### config.mk
export PLATFORM = sky130hd
export DESIGN_NAME = mskaes_32bits_key_loader
export DESIGN_NICKNAME = d
export VERILOG_FILES = /design/src/rtl/mskaes_32bits_key_loader.sv
export SDC_FILE = /design/constraint.sdc
export NUM_CORES = 1
export LEC_CHECK = 0
export ABC_AREA = 1
export CAP_MARGIN = 20
export CORE_UTILIZATION = 35
export DETAILED_ROUTE_END_ITERATION = 8
export PLACE_DENSITY_LB_ADDON = 0.12
export SYNTH_ARGS = -nofsm -noshare
export SYNTH_HDL_FRONTEND = slang
export SYNTH_SLANG_ARGS = --single-unit
### constraint.sdc
create_clock -name clk -period 43.1 [get_ports clk]
set_clock_uncertainty 0.05 [all_clocks]
set_input_delay 8.62 -clock clk [delete_from_list [all_inputs] [get_ports clk]]
set_output_delay 8.62 -clock clk [all_outputs]
set_load 0.005 [all_outputs]
### src/rtl/mskaes_32bits_key_loader.sv
// Masked AES key loader: collects 4/6/8 shared 32-bit columns into a
// 256-bit-per-share key register and hands it off with a valid/ready pair.
module mskaes_32bits_key_loader #(
  parameter int d = 2
) (
  input  logic               clk,
  input  logic               rst,
  input  logic               start,
  input  logic               mode_256,
  input  logic               mode_192,
  input  logic               in_valid,
  output logic               in_ready,
  input  logic [32*d-1:0]    in_data,
  output logic               out_valid,
  input  logic               out_ready,
  output logic [256*d-1:0]   sh_key,
  output logic               out_mode_256,
  output logic               out_mode_192,
  output logic               busy
);

  typedef enum logic [1:0] {IDLE, LOAD, DONE} state_t;

  state_t                     state_q;
  logic [2:0]                 cnt_q;
  logic [2:0]                 last_q;
  logic                       in_ready_q;
  logic                       out_valid_q;
  logic                       m256_q;
  logic                       m192_q;
  logic [7:0][32*d-1:0]       key_q;

  logic beat;
  assign beat = in_valid & in_ready_q;

  always_ff @(posedge clk or posedge rst) begin
    if (rst) begin
      state_q     <= IDLE;
      cnt_q       <= 3'd0;
      last_q      <= 3'd0;
      in_ready_q  <= 1'b0;
      out_valid_q <= 1'b0;
      m256_q      <= 1'b0;
      m192_q      <= 1'b0;
      key_q       <= '0;
    end else begin
      case (state_q)
        IDLE: if (start) begin
          state_q    <= LOAD;
          cnt_q      <= 3'd0;
          in_ready_q <= 1'b1;
          m256_q     <= mode_256;
          m192_q     <= mode_192 & ~mode_256;
          last_q     <= mode_256 ? 3'd7 : (mode_192 ? 3'd5 : 3'd3);
          key_q      <= '0;
        end
        LOAD: if (beat) begin
          // Columns are only ever register-written whole; shares never mix.
          key_q[cnt_q] <= in_data;
          if (cnt_q == last_q) begin
            state_q     <= DONE;
            in_ready_q  <= 1'b0;
            out_valid_q <= 1'b1;
          end else begin
            cnt_q <= cnt_q + 3'd1;
          end
        end
        DONE: if (out_ready) begin
          state_q     <= IDLE;
          out_valid_q <= 1'b0;
        end
        default: state_q <= IDLE;
      endcase
    end
  end

  assign in_ready     = in_ready_q;
  assign out_valid    = out_valid_q;
  assign sh_key       = key_q;
  assign out_mode_256 = m256_q;
  assign out_mode_192 = m192_q;
  assign busy         = (state_q != IDLE);

endmodule

==> summary.txt <==
die width = 239.7 um
Starting DRT DRC Count = 1107
Worst Hold Path Cells = 2
Detail Route Antenna Nets = 0
TritonCTS clock tree = built
clk sinks = 524
setup bufs post-CTS = 0
Switch Pwr = 749.2 uW
PostCTS Resize Cnt = 0
gpl congestion = 0.8176
synthesized area = 19780 um2
Overflow after GRT = 0
die area = 57480 um2
post-synthesis sequential area ratio = 0.6628
Synth cell types = 29
Pwr Total = 2002 uW
final count of pins violating max slew = 0
CTS hold repair buffers = 0
Yosys top cell area share = 0.6628
logic gate share of total power = 0.393
LEAKAGE = 0.01180 uW
maximum VDD drop = 41.73 uV
Initial Util = 0.3563
area post-placement = 26230 um2
io pins = 588
largest cells by area after synthesis = dfrtp_1 (66%), o21ai_1 (12%), nand2_1 (10%)
Vias = 16.11k
Relative slew margins = 0.2799
pwr dens = 70.64 nW/um2
P&R area growth vs syn = 43.24%
worst setup path class = input pin to flop
area of the core = 55520 um2
DRT Wirelength = 76620 um
DR vias/cell = 5.070
Worst Tran Pin Value = 1.076 ns
CP startpoint = in_valid
setup_tns = 0 ns
RSZ-0062 raised after global routing = false
Setup Viol. Count Final = 0
Cell Int Power = 1252 uW
vias in the first global route = 16.14k
fin nets = 2453
clk_lat worst skew = 0.61 ns
antenna violations before repair = 5
clock share of power = 0.257
port bufs = 587
clock root buffer = clkbuf_16
Hold Slack = 0.4320 ns
Die H = 239.7 um
routed len/inst = 24.11 um
final standard cell area without fillers = 28340 um2
DRC = 0
Hold Vio Cnt, Final = 0
syn avg cell area = 10.87 um2
FP Rows = 86
Req. time, crit path = 43.49 ns
number of H-tree levels = 2
yosys warns = 0
CP Data Arrival Time = 12.48 ns
TritonRoute pass-1 iters = 5
clock slew at reported path FFs = 0.06 ns
RR Startpoint = state_q[1]
CTS Buffer Depth = 3
Hold Startpoint = sh_key[448]
global-route wire length before repair = 111600 um
CP Launch Type = input pin
GRT Overall Usage = 0.2647
worst-path fanout max = 39
Hold WC Path Type = flop to flop
layout cells sized above 1 = 0.08941
register bit total from synthesis = 524
cells on worst reg2reg path = 8
post-layout min period = 12.09 ns
fmax = 0.08274 GHz
syn_nets = 1892
Critical Path End Type = flop
largest net degree at the start of global routing = 133
post-synth top area cell = dfrtp_1
status = finished, final reports clean
Sequential Power Share = 0.351
Sw Share = 0.3743
HPWL after DPL = 50720 um
Num CTS Buffers = 56
fin crit share = 0.2804
synthesized instance count = 1820
Max Cap Viol = 0
==> layout make-up <==
type,instances,area [um2]
Fill cell,5089,27190
Sequential cell,524,13110
Timing Repair Buffer,618,6188
Multi-Input combinational cell,1160,6016
Clock buffer,83,1714
Tap cell,748,935.9
Clock inverter,21,270.3
Inverter,21,91.34
Antenna cell,3,7.507
==> power groups by stage <==
stage	Combinational, uW	Sequential [uW]	Clock [uW]
after global placement	777	705	0
final	786	703	513
after floorplan	342	704	0
after detailed placement	784	708	0
after global routing	844	717	543
after CTS	786	702	523
==> worst max-delay path: stages <==
cell and delay [ns]:
clkdlybuf4s50_1 0.50, nand2_1 0.10, o21ai_4 0.85, buf_4 0.88, nand2_2 0.76, buf_4 0.52
nand2_1 0.12, o21ai_1 0.07
==> per-stage QoR <==
| step | setup WS (ns) | cells | util |
|---|---|---|---|
| 2_1_floorplan | 19.79 | 1820 | - |
| 3_3_place_gp | 30.42 | 3067 | 0.4725 |
| 3_5_place_dp | 30.35 | 3067 | 0.4725 |
| 4_1_cts | 30.99 | 3171 | 0.5082 |
| 5_1_grt | 30.75 | 3176 | 0.5103 |
| 6_report | 31.01 | 3178 | 0.5103 |
==> sequential cells by signal, indices dropped and copies added (netlist names) <==
signal	flops
cnt_q	3
in_ready	1
last_q	3
out_mode_192	1
out_mode_256	1
out_valid	1
sh_key	512
state_q	2
==> synthesized netlist by cell type (all sizes together) <==
cell type,number
clkinv,4
or2,1
a21oi,1
clkbuf,58
nor2,3
inv,17
buf,57
ha,1
nand4,6
o21a,2
nor3,8
dfrtp,524
xor2,1
nand3,66
nand2,547
o21bai,1
o21ai,523
==> cells by family (layout without fill, tap and decap cells) <==
family | after synthesis | in the layout | share of synthesized area
adder cells (fa/ha/maj) | 1 | 1 | 0.0006324
AO/OA/AOI/OAI | 527 | 527 | 0.1375
buffers and inverters | 136 | 743 | 0.03447
XOR/XNOR | 1 | 1 | 0.0004428
other | 0 | 3 | 0
flip-flops | 524 | 524 | 0.6628
AND/OR/NAND/NOR | 631 | 631 | 0.1641
==> routing by layer <==
layer  up-vias  wire [um]  global-route usage
met3       130       6652             0.07675
met5         -         31                   0
met2       610      36500              0.4271
met1      8144      31120              0.3427
li1       7226          -                   -
met4         4       2314             0.08100
==> worst paths after layout <==
| path | endpoint | slack [ns] |
|---|---|---|
| setup / recovery | sh_key[478] | 31.01 |
| hold / removal | sh_key[448] | 0.43 |
| setup reg to reg | sh_key[478] | 39.06 |
| hold reg to reg | sh_key[448] | 0.43 |
| max in group asynchronous | sh_key[89] | 31.85 |
| min in group asynchronous | sh_key[375] | 8.56 |
==> layout by cell type (no fill, tap or decap), types with 11 or more instances in the layout <==
master / Yosys / routed
buf_4: 3 / 27
clkbuf_16: 0 / 57
clkbuf_8: 0 / 19
clkdlybuf4s50_1: 0 / 587
clkinv_2: 0 / 11
dfrtp_1: 524 / 524
inv_2: 8 / 11
nand2_1: 544 / 544
nand3_4: 56 / 57
o21ai_0: 41 / 41
o21ai_1: 474 / 474
No activity file was read; power rests on OpenSTA's default activity.
